File: src/rtl/quant_pkg.sv
// Shared definitions for the INT18-to-INT4 quantization scheduler: FSM encoding,
// default geometry and lane widths, plus a bank select helper.
package quant_pkg;

    typedef enum logic [1:0] {
        ST_IDLE      = 2'd0,
        ST_FILL      = 2'd1,
        ST_WAIT_BANK = 2'd2,
        ST_QUANT     = 2'd3
    } qs_state_t;

    localparam int VEC_DEPTH_DEF  = 64;
    localparam int ADDR_W_DEF     = 6;
    localparam int SF_TIMEOUT_DEF = 66;

    localparam int INT18_W = 18;
    localparam int INT4_W  = 4;
    localparam int LANES   = 16;

    // One-hot mask of a bank within the two-entry full-flag vector.
    function automatic logic [1:0] bank_onehot(input logic bank);
        return bank ? 2'b10 : 2'b01;
    endfunction

endpackage

File: src/rtl/quant_bank_tracker.sv
// Ping-pong bank bookkeeping: two "block complete" flags, the bank the quantizer
// writes next and the bank offered to the consumer.
module quant_bank_tracker
    import quant_pkg::*;
(
    input  logic       clk,
    input  logic       rst_n,
    input  logic       set_full,
    input  logic       rel_req,
    output logic [1:0] bank_full,
    output logic       wr_bank,
    output logic       rd_bank,
    output logic       rd_valid
);

    logic [1:0] full_r;
    logic [1:0] full_nxt_s;
    logic       wr_r;
    logic       rd_r;
    logic       rel_ok_s;

    // Next flag value; a set and a clear always target different banks.
    always_comb begin
        full_nxt_s = full_r;
        rel_ok_s   = rel_req && full_r[rd_r];
        if (set_full) begin
            full_nxt_s = full_nxt_s | bank_onehot(wr_r);
        end else begin
            full_nxt_s = full_nxt_s;
        end
        if (rel_ok_s) begin
            full_nxt_s = full_nxt_s & ~bank_onehot(rd_r);
        end else begin
            full_nxt_s = full_nxt_s;
        end
    end

    // Flag and pointer registers.
    always_ff @(posedge clk) begin
        if (!rst_n) begin
            full_r <= 2'b00;
            wr_r   <= 1'b0;
            rd_r   <= 1'b0;
        end else begin
            full_r <= full_nxt_s;
            if (set_full) begin
                wr_r <= ~wr_r;
            end
            if (rel_ok_s) begin
                rd_r <= ~rd_r;
            end
        end
    end

    assign bank_full = full_r;
    assign wr_bank   = wr_r;
    assign rd_bank   = rd_r;
    assign rd_valid  = full_r[rd_r];

endmodule

File: src/rtl/quant_sched.sv
// Scheduler that fills a vector buffer with one quantization block, launches the
// quantizer into a free INT4 bank and watches for completion or timeout.
module quant_sched
    import quant_pkg::*;
#(
    parameter int VEC_DEPTH  = VEC_DEPTH_DEF,
    parameter int ADDR_W     = ADDR_W_DEF,
    parameter int SF_TIMEOUT = SF_TIMEOUT_DEF
) (
    input  logic              i_clk,
    input  logic              i_rst_n,
    input  logic              i_in_valid,
    output logic              o_in_ready,
    output logic              o_vbuf_we,
    output logic [ADDR_W-1:0] o_vbuf_addr,
    output logic              o_q_data_valid,
    output logic              o_q_start,
    input  logic              i_sf_valid,
    output logic              o_wr_bank,
    output logic              o_sf_we,
    output logic [1:0]        o_bank_full,
    output logic              o_rd_bank,
    output logic              o_rd_valid,
    input  logic              i_rd_release,
    output logic              o_busy,
    output logic              o_err
);

    localparam int TMO_W = $clog2(SF_TIMEOUT + 1);

    qs_state_t         state_r;
    qs_state_t         state_nxt_s;
    logic [ADDR_W-1:0] beat_cnt_r;
    logic [TMO_W-1:0]  tmo_cnt_r;
    logic              q_start_r;
    logic              err_r;
    logic              busy_r;

    logic              in_ready_s;
    logic              accept_s;
    logic              sf_we_s;
    logic              last_beat_s;
    logic              tmo_hit_s;
    logic              wr_full_s;
    logic [1:0]        bank_full_s;
    logic              wr_bank_s;
    logic              rd_bank_s;
    logic              rd_valid_s;

    assign last_beat_s = (beat_cnt_r == ADDR_W'(VEC_DEPTH - 1));
    assign wr_full_s   = bank_full_s[wr_bank_s];
    assign tmo_hit_s   = (state_r == ST_QUANT) && !i_sf_valid &&
                         (tmo_cnt_r == TMO_W'(SF_TIMEOUT - 1));

    // State register.
    always_ff @(posedge i_clk) begin
        if (!i_rst_n) begin
            state_r <= ST_IDLE;
        end else begin
            state_r <= state_nxt_s;
        end
    end

    // Next-state decode.
    always_comb begin
        state_nxt_s = state_r;
        case (state_r)
            ST_IDLE, ST_FILL: begin
                if (accept_s && last_beat_s) begin
                    if (wr_full_s) begin
                        state_nxt_s = ST_WAIT_BANK;
                    end else begin
                        state_nxt_s = ST_QUANT;
                    end
                end else if (accept_s) begin
                    state_nxt_s = ST_FILL;
                end else begin
                    state_nxt_s = state_r;
                end
            end
            ST_WAIT_BANK: begin
                if (!wr_full_s) begin
                    state_nxt_s = ST_QUANT;
                end else begin
                    state_nxt_s = ST_WAIT_BANK;
                end
            end
            ST_QUANT: begin
                if (sf_we_s || tmo_hit_s) begin
                    state_nxt_s = ST_IDLE;
                end else begin
                    state_nxt_s = ST_QUANT;
                end
            end
            default: state_nxt_s = ST_IDLE;
        endcase
    end

    // Combinational handshake and strobe decode; the scale-factor strobe is
    // suppressed while reset is asserted so a reset cycle never commits a block.
    always_comb begin
        in_ready_s = 1'b0;
        case (state_r)
            ST_IDLE, ST_FILL: in_ready_s = 1'b1;
            default:          in_ready_s = 1'b0;
        endcase
        accept_s = i_in_valid && in_ready_s;
        sf_we_s  = i_rst_n && (state_r == ST_QUANT) && i_sf_valid;
    end

    // Beat and timeout counters plus registered status outputs.
    always_ff @(posedge i_clk) begin
        if (!i_rst_n) begin
            beat_cnt_r <= {ADDR_W{1'b0}};
            tmo_cnt_r  <= {TMO_W{1'b0}};
            q_start_r  <= 1'b0;
            err_r      <= 1'b0;
            busy_r     <= 1'b0;
        end else begin
            if (accept_s) begin
                beat_cnt_r <= last_beat_s ? {ADDR_W{1'b0}} : beat_cnt_r + ADDR_W'(1);
            end
            if (state_r == ST_QUANT) begin
                tmo_cnt_r <= tmo_cnt_r + TMO_W'(1);
            end else begin
                tmo_cnt_r <= {TMO_W{1'b0}};
            end
            q_start_r <= (state_nxt_s == ST_QUANT) && (state_r != ST_QUANT);
            if (tmo_hit_s) begin
                err_r <= 1'b1;
            end
            busy_r <= (state_nxt_s != ST_IDLE);
        end
    end

    quant_bank_tracker u_bank_tracker (
        .clk       (i_clk),
        .rst_n     (i_rst_n),
        .set_full  (sf_we_s),
        .rel_req   (i_rd_release),
        .bank_full (bank_full_s),
        .wr_bank   (wr_bank_s),
        .rd_bank   (rd_bank_s),
        .rd_valid  (rd_valid_s)
    );

    assign o_in_ready     = in_ready_s;
    assign o_vbuf_we      = accept_s;
    assign o_vbuf_addr    = beat_cnt_r;
    assign o_q_data_valid = accept_s;
    assign o_q_start      = q_start_r;
    assign o_sf_we        = sf_we_s;
    assign o_wr_bank      = wr_bank_s;
    assign o_bank_full    = bank_full_s;
    assign o_rd_bank      = rd_bank_s;
    assign o_rd_valid     = rd_valid_s;
    assign o_busy         = busy_r;
    assign o_err          = err_r;

endmodule

File: config.mk
export PLATFORM = sky130hd
export DESIGN_NAME = quant_sched
export DESIGN_NICKNAME = d
export VERILOG_FILES = /design/src/rtl/quant_pkg.sv /design/src/rtl/quant_bank_tracker.sv /design/src/rtl/quant_sched.sv
export SDC_FILE = /design/constraint.sdc
export NUM_CORES = 1
export LEC_CHECK = 0
export ABC_AREA = 1
export ABC_CLOCK_PERIOD_IN_PS = 1100
export CAP_MARGIN = 20
export CORE_UTILIZATION = 43
export CTS_CLUSTER_DIAMETER = 30
export CTS_CLUSTER_SIZE = 24
export DETAILED_ROUTE_END_ITERATION = 10
export PLACE_DENSITY = 0.73
export SYNTH_ARGS = -nofsm -noshare
export SYNTH_HDL_FRONTEND = slang
export SYNTH_HIERARCHICAL = 1
export SYNTH_SLANG_ARGS = --single-unit
File: constraint.sdc
create_clock -name i_clk -period 1.1 [get_ports i_clk]
set_input_delay 0.11 -clock i_clk [delete_from_list [all_inputs] [get_ports i_clk]]
set_output_delay 0.11 -clock i_clk [all_outputs]
set_load 0.01 [all_outputs]
# == Word-level counts from Yosys, hierarchy flattened ==
# Cells that the tools add are included.
# word_totals
output_inout_bits,18
regBits,22
wordCells,54
inputBits,5
# classes
n_mux,15
order_cmp,2
reduce_logical,14
bitwise,5
n_addsub,2
n_eq_ne,7
# op_table
op,n
2-bit 2-to-1 mux,7
1-bit logical AND,8
"7-bit by 1-bit adder with 7-bit output, second input constant",1
"7-bit equality test, second input constant",1
"6-bit by 1-bit adder with 6-bit output, second input constant",1
"2-bit equality test, second input constant",3
"6-bit equality test, second input constant",1
1-bit 2-to-1 mux,6
6-bit 2-to-1 mux,1
2-bit case mux with 3 select lines,1
"1-bit by 2-bit < comparator with 1-bit output, second input constant",2
2-bit bitwise AND,1
"2-bit by 1-bit equality test with 1-bit output, second input constant",1
2-bit logical NOT,1
"2-bit != test, second input constant",1
1-bit NOT,2
2-bit NOT,1
2-bit bitwise OR,1
2-bit AND reduction,1
2-bit nonzero test,1
2-bit OR reduction,1
1-bit logical NOT,1
1-bit logical OR,1

# == Logic depth before layout (Yosys ltp) ==
# depth
depth_word,9
depth_mapped,9
depth_no_buf,9

# == Modules after synthesis ==
# The synthesis kept the hierarchy.
# modules_own_cells
mod,cells_per_inst,n_inst,area_each_um2,seq_area_each_um2
quant_sched,112,1,855.8,360.3
quant_bank_tracker,23,1,162.7,80.1

# == Worst setup path after synthesis ==
# No wires, ideal clock.
# synth_path
path_type,reg-to-reg
from,register beat_cnt_r[0] (netlist: o_vbuf_addr[0])
to,register busy_r (netlist: o_busy)
setup_ps,114
arrival_ps,1128
required_ps,986
slack_ps,-142
period_less_slack_ps,1242
stages_incl_launch_ff,9
n_path_buf,0
cell_sequence,dfxtp_1 > ha_1 > nand2_1 > nor2_2 > nand3_2 > nand2_2 > nand3_2 > nand2_1 > nand2_1
# synth_between
elab_chain_len,5
# synth_rtl
item,line_no,source
start: declaration,quant_sched.sv:33,logic [ADDR_W-1:0] beat_cnt_r;
start signal: assignment,quant_sched.sv:114,beat_cnt_r <= {ADDR_W{1'b0}};
start signal: assignment,quant_sched.sv:121,beat_cnt_r <= last_beat_s ? {ADDR_W{1'b0}} : beat_cnt_r + ADDR_W'(1);
6-bit equality test,quant_sched.sv:50,assign last_beat_s = (beat_cnt_r == ADDR_W'(VEC_DEPTH - 1));
1-bit logical AND,quant_sched.sv:69,if (accept_s && last_beat_s) begin
2-bit 2-to-1 mux,quant_sched.sv:69,
2-bit case mux with 3 select lines,quant_sched.sv:67,case (state_r)
2-bit nonzero test,quant_sched.sv:132,busy_r <= (state_nxt_s != ST_IDLE);
end signal: assignment,quant_sched.sv:132,
end: declaration,quant_sched.sv:37,logic busy_r;
# Every way passes these cells.
# A chain may end at the register's enable or synchronous reset.

# == Worst setup path in the final report ==
# layout_path
from,register state_r[1]
to,register busy_r (netlist: o_busy)
# layout_between
elab_chain_len,8
elab_cells_between_ends,18
classes_between,3 x eq/ne; 5 x mux; 10 x reduce/logical
# layout_rtl
item,line_no,source
start: declaration,quant_sched.sv:31,qs_state_t state_r;
start signal: assignment,quant_sched.sv:60,state_r <= state_nxt_s;
2-bit by 1-bit equality test with 1-bit output or 2-bit logical NOT (tied branches),"quant_sched.sv:67, quant_sched.sv:103",
2-bit OR reduction,"quant_sched.sv:67, quant_sched.sv:103",
1-bit 2-to-1 mux,quant_sched.sv:103,case (state_r)
1-bit logical AND,quant_sched.sv:107,accept_s = i_in_valid && in_ready_s;
2-bit 2-to-1 mux or 1-bit logical AND (tied branches),"quant_sched.sv:75, quant_sched.sv:69",
2-bit 2-to-1 mux,quant_sched.sv:69,
2-bit case mux with 3 select lines *,quant_sched.sv:67,
2-bit nonzero test *,quant_sched.sv:132,
# Every way passes the cells marked *; elsewhere a longest branch is shown, timed or not.

==> impl_metrics.py <==
metrics = {
    "status": {
        "status": "complete, but fails checks",
        "violations": "negative setup slack",
    },
    "setup_path": {
        "crit_required_ns": 1.32,
        "cp-end-kind": "register",
        "cp_cell_sequence": "buf_6 -> inv_6 -> nand2_4 -> buf_12 -> nor2_4 -> nand3_2 -> nand2_2 -> nand3_2 -> nand2_2 -> nand2_1",
        "r2r_setup_slack_ns": -0.16,
        "worstRegToRegCells": 10,
        "reg2reg_from": "state_r[1]$_SDFF_PN0_",
        "setup.worst_path.class": "reg -> reg",
        "cpPeakStageDelay_ns": 0.35,
        "worst_setup_path_start_kind": "register",
        "worstPathMaxFanout": 5,
        "worstReg2RegEnd": "o_busy$_SDFF_PN0_",
        "critical_path.slowest_cell": "dfxtp_2",
        "cp.arrival_ns": 1.48,
    },
    "synthesis": {
        "synth.area.top_cells": "dfxtp_1, nand2_1, nor2_1",
        "synth_fp_nets": 143,
        "synth_area_per_cell_um2": 7.54,
        "synth_top_cell_by_area": "dfxtp_1",
        "synth-seq-cells": 22,
        "yosysUniqueCellTypes": 24,
        "yosysWarnings": 6,
        "synthCells": 135,
        "ys_seq_area_share_pct": 43.2,
        "netlist_area_um2": 1020,
        "synth_top_area_share_pct": 43.2,
    },
    "pwr": {
        "peakVddDrop_mv": 1.06,
        "leakage_nw": 0.825,
        "power_density_nw_per_um2": 889,
    },
    "floorplanning": {
        "die-area_um2": 2570,
        "fp.dieW_um": 50.7,
        "core_area_um2": 2210,
        "num_rows": 17,
        "fp.dieH_um": 50.7,
        "initial_utilization_pct": 46.0,
        "boundaryPins": 23,
    },
    "cts": {
        "cts_tree": "done",
        "clkSinkCount": 22,
        "path_clk_slew_ns": 0.13,
        "cts_max_path_buffers": 2,
        "numCtsBuffers": 3,
        "cts_root_buffer": "clkbuf_4",
        "clock_latency_ns": 0.31,
        "h-tree-depth": 1,
    },
    "route": {
        "vias_per_cell": 4.94,
        "wl_um": 2850,
        "first_iter_violations": 24,
        "num_vias": 1101,
        "wl_per_cell_um": 12.8,
        "antenna_left": 0,
        "dr.pass1.iters": 4,
        "drcViolationCount": 0,
    },
    "min_path": {
        "hold_class": "reg -> reg",
        "holdPathStages": 2,
        "worstHoldStart": "o_err$_SDFFE_PN0P_",
        "min_to": "o_err$_SDFFE_PN0P_",
    },
    "timing": {
        "fin_crit_ns": 1.26,
        "drv_slew": 0,
        "setup_ws_ns": -0.165,
        "fin_crit_sh_pct": 115,
        "relSlewSlack_pct": 79.3,
        "finalHoldViolCount": 0,
        "tns_ns": -1.38,
        "skew_ns": 0.00374,
        "final-setup-viol-count": 17,
        "worst_pin_slew_ns": 0.310,
        "max_clock_freq_mhz": 791,
        "rsz0062_at_grt": "true",
    },
    "flow_run": {
        "maxCapViolations": 0,
    },
    "finish": {
        "area_growth_pct": 81.1,
        "drive_gt1_share_pct": 54.9,
        "nets": 204,
        "diodes": 0,
        "multiInputGateArea_um2": 677,
        "seq_area_um2": 468,
        "fin_util_pct": 83.4,
        "fill_cells": 139,
    },
    "global_route": {
        "antenna_found_initial": 0,
        "grtUsageTotal_pct": 22.5,
        "grt_pass1_vias": 1092,
        "grt_max_degree": 14,
        "grt_pass1_wl_um": 4450,
        "grt_overflow": 0,
    },
    "placement": {
        "dp_hpwl_um": 1820,
        "place_congestion": 0.797,
        "io_buffers": 22,
    },
}
[registers in the layout, indices dropped and copies added, names as in the netlist]
register / cells
o_vbuf_addr: 6
state_r: 2
o_q_start: 1
o_busy: 1
u_bank_tracker/wr_bank: 1
tmo_cnt_r: 7
u_bank_tracker/bank_full: 2
u_bank_tracker/rd_bank: 1
o_err: 1
[placed cells by master (no fill, tap or decap), drive strengths merged]
master,count
xnor2,2
nand3,9
nor4,2
a21oi,10
a31o,1
nand4,1
nor2,26
ha,3
nor3,2
clkbuf,4
bufinv,1
a211oi,1
nand2,29
xor2,1
inv,20
clkdlybuf4s15,5
dlygate4sd2,7
o21ai,3
nor3b,2
buf,40
dfxtp,22
clkdlybuf4s50,4
[area by class of cell]
type | instances | share of cell area [%]
clock buffer | 3 | 1.22
clock inverter | 1 | 1.63
inverter | 20 | 4.48
multi-input combinational | 92 | 36.7
sequential | 22 | 25.4
tap | 28 | 1.90
timing repair buffer | 57 | 28.7
[worst max-delay path: cells and delay by family, from the launching register on]
family | cells | cell delay, ns
simple gates | 7 | 0.53
flops | 1 | 0.35
buf+inv | 3 | 0.31
[what timing repair did]
| action | in CTS | in global routing |
|---|---|---|
| buffers inserted | 8 | 1 |
| resized for setup | 68 | 40 |
| hold endpoints to repair | 0 | 0 |
| setup endpoints to repair | 28 | 29 |
| hold buffers | 0 | 0 |
| pin swaps | 20 | 15 |
[cell families (layout without fill, tap and decap cells)]
kind of cell | after synthesis | in the layout | share of synthesized area [%]
flip-flops | 22 | 22 | 43.2
buffers and inverters | 21 | 81 | 8.11
XOR/XNOR | 3 | 3 | 2.58
AO/OA/AOI/OAI | 15 | 15 | 7.99
AND/OR/NAND/NOR | 71 | 71 | 34.4
adder cells (fa/ha/maj) | 3 | 3 | 3.69
[metal layers]
metal	track usage, %	routed length [um]	vias to the layer above
met1	25.1	1140	515
met3	2.73	95	7
met4	4.63	34	0
li1	-	-	547
met5	0	0	-
met2	44.7	1580	32
[per-stage QoR]
stage          instance area (um^2)  std cells  hold WS, ns  setup WS, ns  power (mW)
2_1_floorplan                  1050        135        0.222      -0.00530       0.901
3_3_place_gp                   1530        211        0.439        -0.474        1.01
3_5_place_dp                   1530        211        0.446        -0.474        1.01
4_1_cts                        1710        223        0.461        -0.199        1.64
5_1_grt                        1840        223        0.482        -0.241        1.69
6_report                       1840        223        0.471        -0.165        1.64
[power by group]
| group | switching, mW | internal (mW) |
|---|---|---|
| Sequential | 0.0133 | 0.808 |
| Combinational | 0.0858 | 0.110 |
| Clock | 0.254 | 0.368 |
| Total | 0.353 | 1.29 |
[worst max path at each step]
stage	cells past startpoint	end	slack, ns	start
final	10	o_busy$_SDFF_PN0_	-0.16	state_r[1]$_SDFF_PN0_
after global routing	10	o_busy$_SDFF_PN0_	-0.24	state_r[1]$_SDFF_PN0_
after CTS	5	o_sf_we	-0.20	state_r[1]$_SDFF_PN0_
after detailed placement	6	o_sf_we	-0.47	i_rst_n
after global placement	6	o_sf_we	-0.47	i_rst_n
after floorplan	8	o_busy$_SDFF_PN0_	-0.005	o_vbuf_addr[1]$_SDFFE_PN0P_
[cell usage after synthesis, drive strengths merged]
| cell | number |
|---|---|
| a211oi | 1 |
| a21oi | 10 |
| a31o | 1 |
| buf | 1 |
| dfxtp | 22 |
| ha | 3 |
| inv | 20 |
| nand2 | 29 |
| nand3 | 9 |
| nand4 | 1 |
| nor2 | 26 |
| nor3 | 2 |
| nor3b | 2 |
| nor4 | 2 |
| o21ai | 3 |
| xnor2 | 2 |
| xor2 | 1 |
Note: power is estimated with default switching activity, not from simulation.
